File: src/rtl/text_pkg.sv
// Shared constants and FSM encoding for the text-RAM character writer.
package text_pkg;

  localparam logic [7:0] CHAR_NL    = 8'h0A;
  localparam logic [7:0] CHAR_BS    = 8'h08;
  localparam logic [7:0] CHAR_FF    = 8'h0C;
  localparam logic [7:0] CHAR_SPACE = 8'h20;

  typedef enum logic [1:0] {
    IDLE  = 2'd0,
    WRITE = 2'd1,
    CLEAR = 2'd2
  } state_t;

endpackage

File: src/rtl/sync_fifo.sv
// Small show-ahead synchronous FIFO; dout always presents the head entry.
module sync_fifo #(
  parameter int DATA_W     = 8,
  parameter int FIFO_DEPTH = 4
) (
  input  logic              clk,
  input  logic              rst,
  input  logic              push,
  input  logic              pop,
  input  logic [DATA_W-1:0] din,
  output logic [DATA_W-1:0] dout,
  output logic              full,
  output logic              empty
);

  localparam int PTR_W = $clog2(FIFO_DEPTH);

  logic [DATA_W-1:0] mem [FIFO_DEPTH];
  logic [PTR_W:0]    wr_ptr;
  logic [PTR_W:0]    rd_ptr;
  logic              do_push;
  logic              do_pop;

  assign do_push = push && !full;
  assign do_pop  = pop && !empty;

  // Extra pointer bit distinguishes full from empty when the indices match.
  assign empty = (wr_ptr == rd_ptr);
  assign full  = (wr_ptr[PTR_W] != rd_ptr[PTR_W]) &&
                 (wr_ptr[PTR_W-1:0] == rd_ptr[PTR_W-1:0]);
  assign dout  = mem[rd_ptr[PTR_W-1:0]];

  always_ff @(posedge clk or posedge rst) begin
    if (rst) begin
      wr_ptr <= '0;
      rd_ptr <= '0;
    end else begin
      if (do_push) wr_ptr <= wr_ptr + (PTR_W+1)'(1);
      if (do_pop)  rd_ptr <= rd_ptr + (PTR_W+1)'(1);
    end
  end

  always_ff @(posedge clk) begin
    if (do_push) mem[wr_ptr[PTR_W-1:0]] <= din;
  end

endmodule

File: src/rtl/text_writer.sv
// Character-stream front end: FIFO, cursor tracking, control-char decode and
// text-RAM write sequencing gated by the display's write window.
module text_writer
  import text_pkg::*;
#(
  parameter int COLS       = 80,
  parameter int ROWS       = 30,
  parameter int DATA_W     = 8,
  parameter int ADDR_W     = 12,
  parameter int FIFO_DEPTH = 4
) (
  input  logic              i_clk,
  input  logic              i_rst,
  input  logic              i_valid,
  input  logic [DATA_W-1:0] i_data,
  output logic              o_ready,
  input  logic              i_write_ok,
  output logic [ADDR_W-1:0] o_addr,
  output logic [DATA_W-1:0] o_din,
  output logic              o_we,
  output logic [ADDR_W-1:0] o_cursor,
  output logic              o_busy,
  output logic              o_overflow
);

  localparam int COL_W = $clog2(COLS);
  localparam int ROW_W = $clog2(ROWS);
  localparam logic [COL_W-1:0]  LAST_COL  = COL_W'(COLS - 1);
  localparam logic [ROW_W-1:0]  LAST_ROW  = ROW_W'(ROWS - 1);
  localparam logic [ADDR_W-1:0] LAST_CELL = ADDR_W'(COLS * ROWS - 1);

  state_t            state;
  logic [COL_W-1:0]  col;
  logic [ROW_W-1:0]  row;
  logic [ADDR_W-1:0] cursor;
  logic              advance;

  logic [DATA_W-1:0] head;
  logic              full;
  logic              empty;
  logic              push;
  logic              pop;

  logic [COL_W-1:0]  adv_col, bs_col;
  logic [ROW_W-1:0]  adv_row, bs_row, nl_row;
  logic [ADDR_W-1:0] adv_cursor, bs_cursor, nl_cursor;

  assign push     = i_valid && !full;
  assign pop      = (state == IDLE) && !empty;
  assign o_ready  = !full;
  assign o_cursor = cursor;
  // The strobe is qualified by the live window so no write slips out while it is shut.
  assign o_we     = i_write_ok && ((state == WRITE) || (state == CLEAR));

  sync_fifo #(
    .DATA_W     (DATA_W),
    .FIFO_DEPTH (FIFO_DEPTH)
  ) u_fifo (
    .clk   (i_clk),
    .rst   (i_rst),
    .push  (push),
    .pop   (pop),
    .din   (i_data),
    .dout  (head),
    .full  (full),
    .empty (empty)
  );

  // Cursor successors; the linear address is updated by +/-1 or a row stride.
  always_comb begin
    adv_col    = col + COL_W'(1);
    adv_row    = row;
    adv_cursor = cursor + ADDR_W'(1);
    if (col == LAST_COL) begin
      adv_col = COL_W'(0);
      if (row == LAST_ROW) begin
        adv_row    = ROW_W'(0);
        adv_cursor = ADDR_W'(0);
      end else begin
        adv_row = row + ROW_W'(1);
      end
    end else begin
      adv_col = col + COL_W'(1);
    end

    bs_col    = col;
    bs_row    = row;
    bs_cursor = cursor;
    if (col != COL_W'(0)) begin
      bs_col    = col - COL_W'(1);
      bs_cursor = cursor - ADDR_W'(1);
    end else if (row != ROW_W'(0)) begin
      bs_col    = LAST_COL;
      bs_row    = row - ROW_W'(1);
      bs_cursor = cursor - ADDR_W'(1);
    end else begin
      bs_cursor = ADDR_W'(0);
    end

    nl_row    = (row == LAST_ROW) ? ROW_W'(0) : row + ROW_W'(1);
    nl_cursor = (row == LAST_ROW) ? ADDR_W'(0)
                                  : cursor - ADDR_W'(col) + ADDR_W'(COLS);
  end

  always_ff @(posedge i_clk or posedge i_rst) begin
    if (i_rst) begin
      state      <= IDLE;
      col        <= COL_W'(0);
      row        <= ROW_W'(0);
      cursor     <= ADDR_W'(0);
      advance    <= 1'b0;
      o_addr     <= ADDR_W'(0);
      o_din      <= DATA_W'(0);
      o_busy     <= 1'b0;
      o_overflow <= 1'b0;
    end else begin
      if (i_valid && full) o_overflow <= 1'b1;
      case (state)
        IDLE: begin
          if (!empty) begin
            if (head == DATA_W'(CHAR_NL)) begin
              col    <= COL_W'(0);
              row    <= nl_row;
              cursor <= nl_cursor;
            end else if (head == DATA_W'(CHAR_BS)) begin
              col     <= bs_col;
              row     <= bs_row;
              cursor  <= bs_cursor;
              o_addr  <= bs_cursor;
              o_din   <= DATA_W'(CHAR_SPACE);
              advance <= 1'b0;
              state   <= WRITE;
            end else if (head == DATA_W'(CHAR_FF)) begin
              o_addr <= ADDR_W'(0);
              o_din  <= DATA_W'(CHAR_SPACE);
              o_busy <= 1'b1;
              state  <= CLEAR;
            end else begin
              o_addr  <= cursor;
              o_din   <= head;
              advance <= 1'b1;
              state   <= WRITE;
            end
          end
        end
        WRITE: begin
          if (i_write_ok) begin
            if (advance) begin
              col    <= adv_col;
              row    <= adv_row;
              cursor <= adv_cursor;
            end
            state <= IDLE;
          end
        end
        CLEAR: begin
          if (i_write_ok) begin
            if (o_addr == LAST_CELL) begin
              col    <= COL_W'(0);
              row    <= ROW_W'(0);
              cursor <= ADDR_W'(0);
              o_busy <= 1'b0;
              state  <= IDLE;
            end else begin
              o_addr <= o_addr + ADDR_W'(1);
            end
          end
        end
        default: state <= IDLE;
      endcase
    end
  end

endmodule

File: config.mk
export PLATFORM = sky130hd
export DESIGN_NAME = text_writer
export DESIGN_NICKNAME = d
export VERILOG_FILES = /design/src/rtl/text_pkg.sv /design/src/rtl/sync_fifo.sv /design/src/rtl/text_writer.sv
export SDC_FILE = /design/constraint.sdc
export NUM_CORES = 1
export LEC_CHECK = 0
export CAP_MARGIN = 25
export CORE_MARGIN = 3
export CORE_UTILIZATION = 30
export DETAILED_ROUTE_END_ITERATION = 8
export MAX_ROUTING_LAYER = met4
export PLACE_DENSITY = 0.58
export SLEW_MARGIN = 20
export SYNTH_ARGS = -nofsm -noshare
export SYNTH_HDL_FRONTEND = slang
export SYNTH_HIERARCHICAL = 1
export SYNTH_SLANG_ARGS = --single-unit
File: constraint.sdc
create_clock -name i_clk -period 4.9 [get_ports i_clk]
set_input_delay 0.98 -clock i_clk [delete_from_list [all_inputs] [get_ports i_clk]]
set_output_delay 0.98 -clock i_clk [all_outputs]
set_load 0.005 [all_outputs]
* Word level (Yosys, flattened, before mapping) *
Memory sizes are Yosys's and may differ from the RTL's.
Index checks and enable logic that the tools add are counted.

storage, ports and cells
  flip-flop bits (word level) = 55
  output and inout port bits = 36
  memories = 1
  RAM bits = 32

memory list
  name        depth  width  read ports  clocked after memory_dff  write ports  RTL line         RTL
  u_fifo.mem  4      8      1           0                         1            sync_fifo.sv:18  logic [DATA_W-1:0] mem [FIFO_DEPTH];

operators by class
  bitwise operators = 2
  equality and inequality tests = 26
  add/subtract/negate cells = 11
  muxes and demuxes = 64
  reductions and logical operators = 23

operator list
  cell                                                                   number
  12-bit 2-to-1 mux                                                      18
  7-bit 2-to-1 mux                                                       10
  5-bit 2-to-1 mux                                                       11
  12-bit one-hot mux with 3 select lines                                 1
  12-bit by 1-bit adder with 12-bit output, second input constant        2
  8-bit by 4-bit equality test with 1-bit output, second input constant  3
  12-bit one-hot mux with 2 select lines                                 1
  7-bit one-hot mux with 3 select lines                                  1
  8-bit 2-to-1 mux                                                       2
  2-bit inequality test, second input constant                           8
  5-bit one-hot mux with 3 select lines                                  1
  2-bit 2-to-1 mux                                                       7
  7-bit AND reduction                                                    2
  12-bit by 7-bit adder with 12-bit output, second input constant        1
  12-bit equality test, second input constant                            1
  12-bit by 1-bit subtractor with 12-bit output, second input constant   1
  12-bit by 7-bit subtractor with 12-bit output                          1
  1-bit 2-to-1 mux                                                       10
  10-bit AND reduction                                                   1
  5-bit AND reduction                                                    2
  8-bit AND reduction                                                    1
  7-bit by 1-bit adder with 7-bit output, second input constant          1
  7-bit equality test, second input constant                             1
  1-bit logical AND                                                      7
  other kinds (26)                                                       32

* Longest topological paths before layout *
Gate-level depths: netlist of the first run.

  word-level depth = 7
  mapped depth = 11
  gate-level depth less buffers = 11

* Modules after synthesis *
Netlist of the first run, hierarchy kept.

modules (own cells, without submodules)
  module       area each (µm²)  instances  cells an instance  sequential area each (µm²)
  text_writer  4,445.5          1          552                1,226.2
  sync_fifo    1,679.1          1          91                 1,111.1

* Worst setup path before layout of the first run *
No wires, ideal clock.

  kind = reg2reg
  start = reg u_fifo.rd_ptr[0]
  end = reg o_busy
  setup slack = 1.875 ns
  path buffers = 3
  required time = 4.759 ns
  stages on the path, launching flop included = 11
  setup time = 0.141 ns
  arrival = 2.883 ns
  period minus slack after synthesis = 3.025 ns
  path through = dfrtp_1 buf_6 mux4_1 or4b_1 buf_2 or4_1 buf_4 o31ai_1 nand3_1 nand2_1 a21oi_1

between the ends
  cells in the longest elaborated chain, start to end = 4
  elaborated cells on any way between the ends = 10
  classes of those cells = eq/ne: 8; reduce/logical: 1; memory: 1

ends and longest elaborated chain
  what                                                                                                        RTL line                                                    RTL
  start: declaration                                                                                          sync_fifo.sv:20                                             logic [PTR_W:0] rd_ptr;
  start signal: assignment                                                                                    sync_fifo.sv:39                                             if (do_pop) rd_ptr <= rd_ptr + (PTR_W+1)'(1);
  memory 4 x 8 bit (*)                                                                                        n/a
  net head[0]                                                                                                 text_writer.sv:38                                           logic [DATA_W-1:0] head;
  8-bit by 4-bit equality test with 1-bit output (on tied branches)                                           text_writer.sv:133, text_writer.sv:121, text_writer.sv:125
  2-bit by 1-bit inequality test with 1-bit output (no source line) or 2-bit inequality test (tied branches)  n/a
  7-bit AND reduction (no source line) (*)                                                                    n/a
  end signal: assignment                                                                                      text_writer.sv:114                                          o_busy <= 1'b0;
  end signal: assignment                                                                                      text_writer.sv:136                                          o_busy <= 1'b1;
  end signal: assignment                                                                                      text_writer.sv:162                                          o_busy <= 1'b0;
  end: declaration                                                                                            text_writer.sv:22                                           output logic o_busy,

The timed path passes the listed nets; every way through them passes the cells marked *.
A chain may end at the register's enable or synchronous reset.

* Final worst setup path of the first run *
  start = reg u_fifo.rd_ptr[0]
  end = reg row[4]

between the ends
  cells in the longest elaborated chain, start to end = 5
  elaborated cells on any way between the ends = 12
  classes of those cells = eq/ne: 7; mux: 3; reduce/logical: 1; memory: 1

ends and longest elaborated chain
  what                                            RTL line            RTL
  memory 4 x 8 bit (*)                            n/a
  net head[0]                                     text_writer.sv:38
  8-bit by 4-bit equality test with 1-bit output  text_writer.sv:121  if (head == DATA_W'(CHAR_NL)) begin
  5-bit 2-to-1 mux                                text_writer.sv:121
  5-bit 2-to-1 mux                                text_writer.sv:120  if (!empty) begin
  5-bit one-hot mux with 3 select lines           text_writer.sv:118  case (state)
  end signal: assignment                          text_writer.sv:123  row <= nl_row;
  end signal: assignment                          text_writer.sv:127  row <= bs_row;
  end signal: assignment                          text_writer.sv:150  row <= adv_row;
  end: declaration                                text_writer.sv:34   logic [ROW_W-1:0] row;

The timed path passes the listed nets; every way through them passes the cells marked *. The select of a mux whose other input is x is not followed.

==> run summary, run 1 <==
TIMING
-------------------------------------------------------------------------------------
Setup-violating endpoint count in the final report                                  0
Post-route clock period utilization                                             75.4%
RSZ-0062 raised after global routing                                               no
Worst Clk Skew                                                                8.76 ps
Post-route setup TNS                                                             0 ps
Worst Setup Slack, final                                                      1200 ps
Highest clock frequency the design can meet                                   271 MHz
Final count of hold timing violations                                               0
Clock period minus final worst setup slack                                    3700 ps
Hold slack                                                                     458 ps
Max transition margin                                                           39.8%
Max Transition Viols Final                                                          0
Transition time at the pin with the least slew margin                          880 ps

ROUTE
-------------------------------------------------------------------------------------
Routed wirelength normalized by instance count                                17.1 um
Per-cell via count in the routed design                                          5.45
Total iterations of the first detailed-routing run                                  5
ANT nets after route                                                                0
Via Count                                                                        5175
DRT iter0 DRCs                                                                    381
Routed wire length                                                            16.2 mm
Number of remaining DRC errors                                                      0

CELLS AND AREA
-------------------------------------------------------------------------------------
Area growth from synthesis to final layout                                      16.9%
Fraction of final layout cells with drive strength greater than 1               8.04%
Ant diodes                                                                          0
Final cell count without fillers                                                  949
Fillcell total                                                                   2033
Final core utilization                                                          36.2%
Total area of multi-input combinational cells                               3510 um^2
Register area                                                               2340 um^2
Total non-filler cell area in the finished layout                           7160 um^2
Final layout net count                                                            735

LOGIC SYNTHESIS
-------------------------------------------------------------------------------------
Library cells used by synthesis                                                    84
Library cell occupying the most area in the post-synthesis netlist            dfrtp_1
Main flop type after synthesis                                                dfrtp_1
Number of register bits inferred by synthesis                                      87
Number of enable flip-flop cells after synthesis                                   32
Biggest area contributors in the synthesized netlist                     dfrtp_1, edfxtp_1, ha_1
Number of nets in the synthesized netlist                                         699
Share of the synthesized area in the top cell type                              22.5%
Leading post-synthesis cells by instance count                           nand2_1, dfrtp_1, a21oi_1
Yosys synthesis warning count                                                       6
Avg Cell Area, Syn                                                          9.53 um^2
Summed instance area of the synthesized netlist                             6120 um^2
Fraction of registers with async set or reset after synthesis                   63.2%
Post-synthesis sequential area ratio                                            38.2%
Most numerous cell in the Yosys netlist                                       nand2_1
Gate count of the mapped netlist                                                  643

CRITICAL PATH
-------------------------------------------------------------------------------------
Critical path launch point type                                                  flop
Data arrival time at the worst-slack endpoint                                 3940 ps
Critical Path RT                                                              5140 ps
Maximum fanout along the worst path                                                22
Sort of element at the end of the critical path                                  flop
Critical path class                                                        reg -> reg

PLACED DESIGN
-------------------------------------------------------------------------------------
Number of cells in the design after placement                                     933
Routability-driven placement congestion ratio                                   0.826
Input/output buffers                                                               47
Post-placement worst setup slack                                              1230 ps
Area after detailed placement                                               6850 um^2
Half-perimeter wire length after placement                                    11.8 mm

FLOORPLANNING
-------------------------------------------------------------------------------------
Horizontal extent of the die                                                   149 um
Starting Density                                                                31.0%
Site Rows                                                                          51
Top Ports                                                                          48
Placeable core area                                                        19800 um^2
Die ar.                                                                    22200 um^2
Height of the chip                                                             149 um

GLOBAL ROUTE
-------------------------------------------------------------------------------------
Initial antenna violation count                                                     0
GRT met2 Usage                                                                  23.5%
Global routing usage summed across all routing layers                           15.1%
Met3 demand-to-capacity share in global routing                                 3.19%
Total grt overflow                                                                  0
Most used routing layer                                                          met2
Via count of the first global-routing pass                                       4939
Maximum number of pins on one net before global-route repair                       50
First-pass GRT wire length                                                    26.1 mm
Met1 track utilization from global routing                                      19.9%

CLOCKING
-------------------------------------------------------------------------------------
Clock latency on the worst-skew pair                                           360 ps
Root buffer selected by CTS                                                 clkbuf_16
Post CTS Setup Buffer Count                                                         0
CTS sink count                                                                     87
Count of hold buffers inserted by post-cts repair                                   0
Max clock buf depth                                                                 2
# resized after CTS                                                                 0
Total CTS buffers                                                                   9
Number of levels in the clock H-tree                                                3
Clock-pin slew of the registers on the worst-case setup and hold paths          70 ps
TritonCTS clock tree                                                             done

OUTCOME
-------------------------------------------------------------------------------------
Outcome                                                                  finished clean

PWR
-------------------------------------------------------------------------------------
Total power                                                                   5.13 mW
Total power per unit cell area                                            716 nW/um^2
Max rail drop VDD                                                          0.000253 V
Leakage power summed over all cells                                           2.74 nW

JOB
-------------------------------------------------------------------------------------
Max-cap viol count                                                                  0

HOLD PATH
-------------------------------------------------------------------------------------
Path class of the lowest-slack min-delay path                              reg -> reg

## flip-flops by register name, indices dropped and copies added, names as in the netlist, 2 cells and up
register / flops
row: 5
u_fifo/wr_ptr: 3
u_fifo/mem: 32
u_fifo/rd_ptr: 3
o_din: 8
col: 7
o_cursor: 12
o_addr: 12
state: 2
## layer usage
| layer | part of all wire [%] | up-vias |
|---|---|---|
| met3 | 4.7 | 23 |
| met2 | 47 | 138 |
| met1 | 46 | 2513 |
| met5 | 0 | - |
| li1 | - | 2501 |
| met4 | 2.1 | 0 |
## worst max-delay path, stage by stage, from the launching register on
cell      delay, ps
dfrtp_1         760
mux4_1          690
or4b_1          730
o41ai_2         320
nand3_2          90
buf_4           240
a221oi_4        410
o21ai_1         130
a22o_1          200
## placed cells by master (no fill, tap or decap), types with 4 or more instances in the layout
cell             count
nand2_1             57
nor2_1              32
nor3_1              17
mux4_1               8
a221oi_1             4
nor2b_1              4
clkbuf_16            9
a21oi_1             54
o22ai_1              7
a211oi_1             7
xnor2_1             19
edfxtp_1            32
inv_1               40
xor2_1               5
and4_1               4
buf_4                8
a22o_1               9
clkdlybuf4s50_1     47
a31oi_1             11
o21ai_1              9
nand3_1             28
o21ai_0             42
and2_1               5
ha_1                43
or3_1                7
nand2b_1             7
nand4_1              4
dfrtp_1             55
and3_1               9
o31ai_1              9
## final cells by class
type,instances,share of cell area [%]
Timing Repair Buffer,55,7.41
Multi-Input combinational cell,485,49.0
Sequential cell,87,32.6
Tap cell,265,4.63
Inverter,41,2.15
Clock inverter,7,1.03
Clock buffer,9,3.15
## power by group
part | switching (mW) | internal, mW | leakage (nW)
Combinational | 1.73 | 1.29 | 1.64
Sequential | 0.373 | 1.04 | 0.965
Clock | 0.336 | 0.361 | 0.141
## path summary, 6_finish.rpt
| kind | startpoint | to | slack [ps] | cells after the start |
|---|---|---|---|---|
| worst max-delay path | u_fifo/rd_ptr[0]$_DFFE_PP0P_ | row[4]$_DFFE_PP0P_ | 1200 | 8 |
| worst min-delay path | o_overflow$_DFFE_PP0P_ | o_overflow$_DFFE_PP0P_ | 460 | 1 |
| worst max register to register | u_fifo/rd_ptr[0]$_DFFE_PP0P_ | row[4]$_DFFE_PP0P_ | 1200 | 8 |
| worst min register to register | o_overflow$_DFFE_PP0P_ | o_overflow$_DFFE_PP0P_ | 460 | 1 |
| max in group asynchronous | i_rst | o_addr[9]$_DFFE_PP0P_ | 3270 | 3 |
| min in group asynchronous | i_rst | u_fifo/wr_ptr[2]$_DFFE_PP0P_ | 890 | 2 |
## kinds of logic (layout without fill, tap and decap cells)
family / count (synthesis) / count (layout) / synth area share [%]
adder cells (fa/ha/maj): 44 / 44 / 9.11
AND/OR/NAND/NOR: 198 / 198 / 17.3
XOR/XNOR: 27 / 27 / 4.23
flip-flops: 87 / 87 / 38.2
multiplexers: 10 / 10 / 3.78
AO/OA/AOI/OAI: 206 / 206 / 22.7
buffers and inverters: 71 / 112 / 4.68
No activity file was read; power rests on OpenSTA's default activity.
==> run 2, diff against run 1 <==
Settings changed: PLACE_DENSITY 0.58 to 0.59.
Clock period 4.9 ns to 3.3 ns, I/O delays scaled along.
==> run 2 against run 1 <==
  * Count of clock-buffer cells in the layout stayed put
  * Sequential cell count stayed put
  * Non-clock buffer count is 23 higher
  * Largest cell class unchanged
  * Highest routed layer unchanged
==> run summary, run 2 (synthesis results as in run 1) <==
CELLS AND AREA
-------------------------------------------------------------------------------------
Leading cell type in the layout, fill and taps excluded                       nand2_1   unchanged
Ant diodes                                                                          0   unchanged
Most frequent cells in the layout                                        nand2_1, dfrtp_1, a21oi_1, clkdlybuf4s50_1, ha_1   unchanged
Area growth from synthesis to final layout                                      19.9%   was 16.9%
Fraction of final layout cells with drive strength greater than 1               11.3%   was 8.04%
Final layout net count                                                            758   was 735
Flip-flop count of the largest register, all copies and words added                32   unchanged

CLOCKING
-------------------------------------------------------------------------------------
Count of hold buffers inserted by post-cts repair                                   0   unchanged
# resized after CTS                                                                 0   unchanged
Max clock buf depth                                                                 2   unchanged
Total CTS buffers                                                                   9   unchanged
Clock-pin slew of the registers on the worst-case setup and hold paths          70 ps   about the same
Clock latency on the worst-skew pair                                           350 ps   was 360 ps
Post CTS Setup Buffer Count                                                         0   unchanged
Root buffer selected by CTS                                                 clkbuf_16   unchanged
TritonCTS clock tree                                                             done   unchanged
CTS sink count                                                                     87   unchanged
Number of levels in the clock H-tree                                                3   unchanged

FLOORPLANNING
-------------------------------------------------------------------------------------
Starting Density                                                                31.0%   unchanged
Site Rows                                                                          51   unchanged
Placeable core area                                                        19800 um^2   unchanged
Top Ports                                                                          48   unchanged
Die ar.                                                                    22200 um^2   unchanged
Height of the chip                                                             149 um   unchanged
Horizontal extent of the die                                                   149 um   unchanged

TIMING
-------------------------------------------------------------------------------------
Transition time at the pin with the least slew margin                          666 ps   was 880 ps
Worst Clk Skew                                                                6.96 ps   was 8.76 ps
Clock period minus final worst setup slack                                    3130 ps   was 3700 ps
RSZ-0062 raised after global routing                                               no   unchanged
Max transition margin                                                           55.5%   was 39.8%
Highest clock frequency the design can meet                                   319 MHz   was 271 MHz
Post-route clock period utilization                                             94.9%   was 75.4%
Max Transition Viols Final                                                          0   unchanged
Setup-violating endpoint count in the final report                                  0   unchanged
Final count of hold timing violations                                               0   unchanged
Post-route setup TNS                                                             0 ps   unchanged

PLACED DESIGN
-------------------------------------------------------------------------------------
Routability-driven placement congestion ratio                                   0.882   was 0.826
Input/output buffers                                                               47   unchanged
Half-perimeter wire length after placement                                    12.3 mm   was 11.8 mm

ROUTE
-------------------------------------------------------------------------------------
ANT nets after route                                                                0   unchanged
Number of remaining DRC errors                                                      0   unchanged
Via Count                                                                        5249   was 5175
Total iterations of the first detailed-routing run                                  5   unchanged
Routed wire length                                                            16.2 mm   about the same
DRT iter0 DRCs                                                                    310   was 381
Routed wirelength normalized by instance count                                16.7 um   was 17.1 um
Per-cell via count in the routed design                                          5.40   was 5.45

CRITICAL PATH
-------------------------------------------------------------------------------------
Critical Path RT                                                              3590 ps   was 5140 ps
Maximum fanout along the worst path                                                 8   was 22
Sort of element at the end of the critical path                                  flop   unchanged
Internal reg-to-reg setup slack                                                170 ps   was 1200 ps
CP max stage delay                                                             740 ps   was 760 ps
Ordered list of cells on the worst path                                  buf_4 -> mux4_1 -> nor4b_2 -> nand2_2 -> or3_1 -> or4_1 -> a22o_1 -> nand2_1   was mux4_1 -> or4b_1 -> o41ai_2 -> nand3_2 -> buf_4 -> a221oi_4 -> o21ai_1 -> a22o_1
R2R Path Start                                                           u_fifo/rd_ptr[0]$_DFFE_PP0P_   unchanged
Cell with the largest stage delay on the worst path                            mux4_1   was dfrtp_1
Reg-to-reg endpoint                                                      o_cursor[8]$_DFFE_PP0P_   was row[4]$_DFFE_PP0P_
Cell count of the worst reg-to-reg path                                             8   unchanged
Data arrival time at the worst-slack endpoint                                 3420 ps   was 3940 ps
Critical path launch point type                                                  flop   unchanged
Critical path class                                                        reg -> reg   unchanged

HOLD PATH
-------------------------------------------------------------------------------------
Hold Path End                                                            o_overflow$_DFFE_PP0P_   unchanged
Hold Path Cell Cnt                                                                  1   unchanged
Path class of the lowest-slack min-delay path                              reg -> reg   unchanged
Launch point of the worst hold path                                      o_overflow$_DFFE_PP0P_   unchanged

JOB
-------------------------------------------------------------------------------------
Max-cap viol count                                                                  0   unchanged

GLOBAL ROUTE
-------------------------------------------------------------------------------------
Via count of the first global-routing pass                                       5191   was 4939
Total grt overflow                                                                  0   unchanged
Initial antenna violation count                                                     0   unchanged
Maximum number of pins on one net before global-route repair                       22   was 50
Global routing usage summed across all routing layers                           15.6%   was 15.1%
First-pass GRT wire length                                                    27.2 mm   was 26.1 mm

PWR
-------------------------------------------------------------------------------------
Total power per unit cell area                                           1060 nW/um^2   was 716 nW/um^2
Leakage power summed over all cells                                           2.86 nW   was 2.74 nW
Total power                                                                   7.78 mW   was 5.13 mW
Max rail drop VDD                                                          0.000312 V   was 0.000253 V

OUTCOME
-------------------------------------------------------------------------------------
Outcome                                                                  finished clean   unchanged

run 2: power breakdown:
part / total (mW) / switching [mW] / internal [mW]
sequential: 2.00 / 0.461 / 1.54
clock: 1.03 / 0.493 / 0.538
combinational: 4.75 / 2.69 / 2.07
total: 7.78 / 3.64 / 4.15
run 2: worst max-delay path by stage:
stage	start	endpoint	slack [ps]	cells after the start
final	u_fifo/rd_ptr[0]$_DFFE_PP0P_	o_cursor[8]$_DFFE_PP0P_	170	8
after global routing	u_fifo/rd_ptr[0]$_DFFE_PP0P_	o_cursor[8]$_DFFE_PP0P_	10	8
after CTS	u_fifo/rd_ptr[0]$_DFFE_PP0P_	o_addr[4]$_DFFE_PP0P_	80	7
after detailed placement	u_fifo/rd_ptr[0]$_DFFE_PP0P_	o_addr[4]$_DFFE_PP0P_	110	7
after global placement	u_fifo/rd_ptr[0]$_DFFE_PP0P_	o_busy$_DFFE_PP0P_	160	7
after floorplan	u_fifo/rd_ptr[0]$_DFFE_PP0P_	o_busy$_DFFE_PP0P_	280	10
run 2: area by class of cell:
cell class / instances / area [um^2]
flip-flops and latches: 87 / 2340
well taps: 265 / 332
multi-input cells: 485 / 3520
inverters: 41 / 154
clock inverters: 7 / 76.3
clock buffers: 9 / 225
fillers: 2017 / 12400
repair buffers: 78 / 703
run 2: stage by stage:
stage / cell area, um^2 / setup WS (ps) / utilization, % / instances / hold WS [ps]
2_1_floorplan: 6120 / 275 / - / 643 / 451
3_3_place_gp: 7030 / 165 / 35.5 / 956 / 450
3_5_place_dp: 7030 / 106 / 35.5 / 956 / 451
4_1_cts: 7330 / 76.9 / 37.0 / 972 / 469
5_1_grt: 7340 / 11.3 / 37.1 / 972 / 510
6_report: 7340 / 169 / 37.1 / 972 / 468
run 2: metal layers:
layer	global-route usage, %	routed length (um)
met2	25.0	7770
met4	4.21	245
met5	-	0
met3	2.92	699
met1	20.3	7500
run 2: critical path: cells and delay by family, from the launching register on:
family                 cells  cell delay, ps
AND/OR/NAND/NOR            5            1490
multiplexers               1             740
buffers and inverters      1             200
flip-flops                 1             460
AO/OA/AOI/OAI              1             190
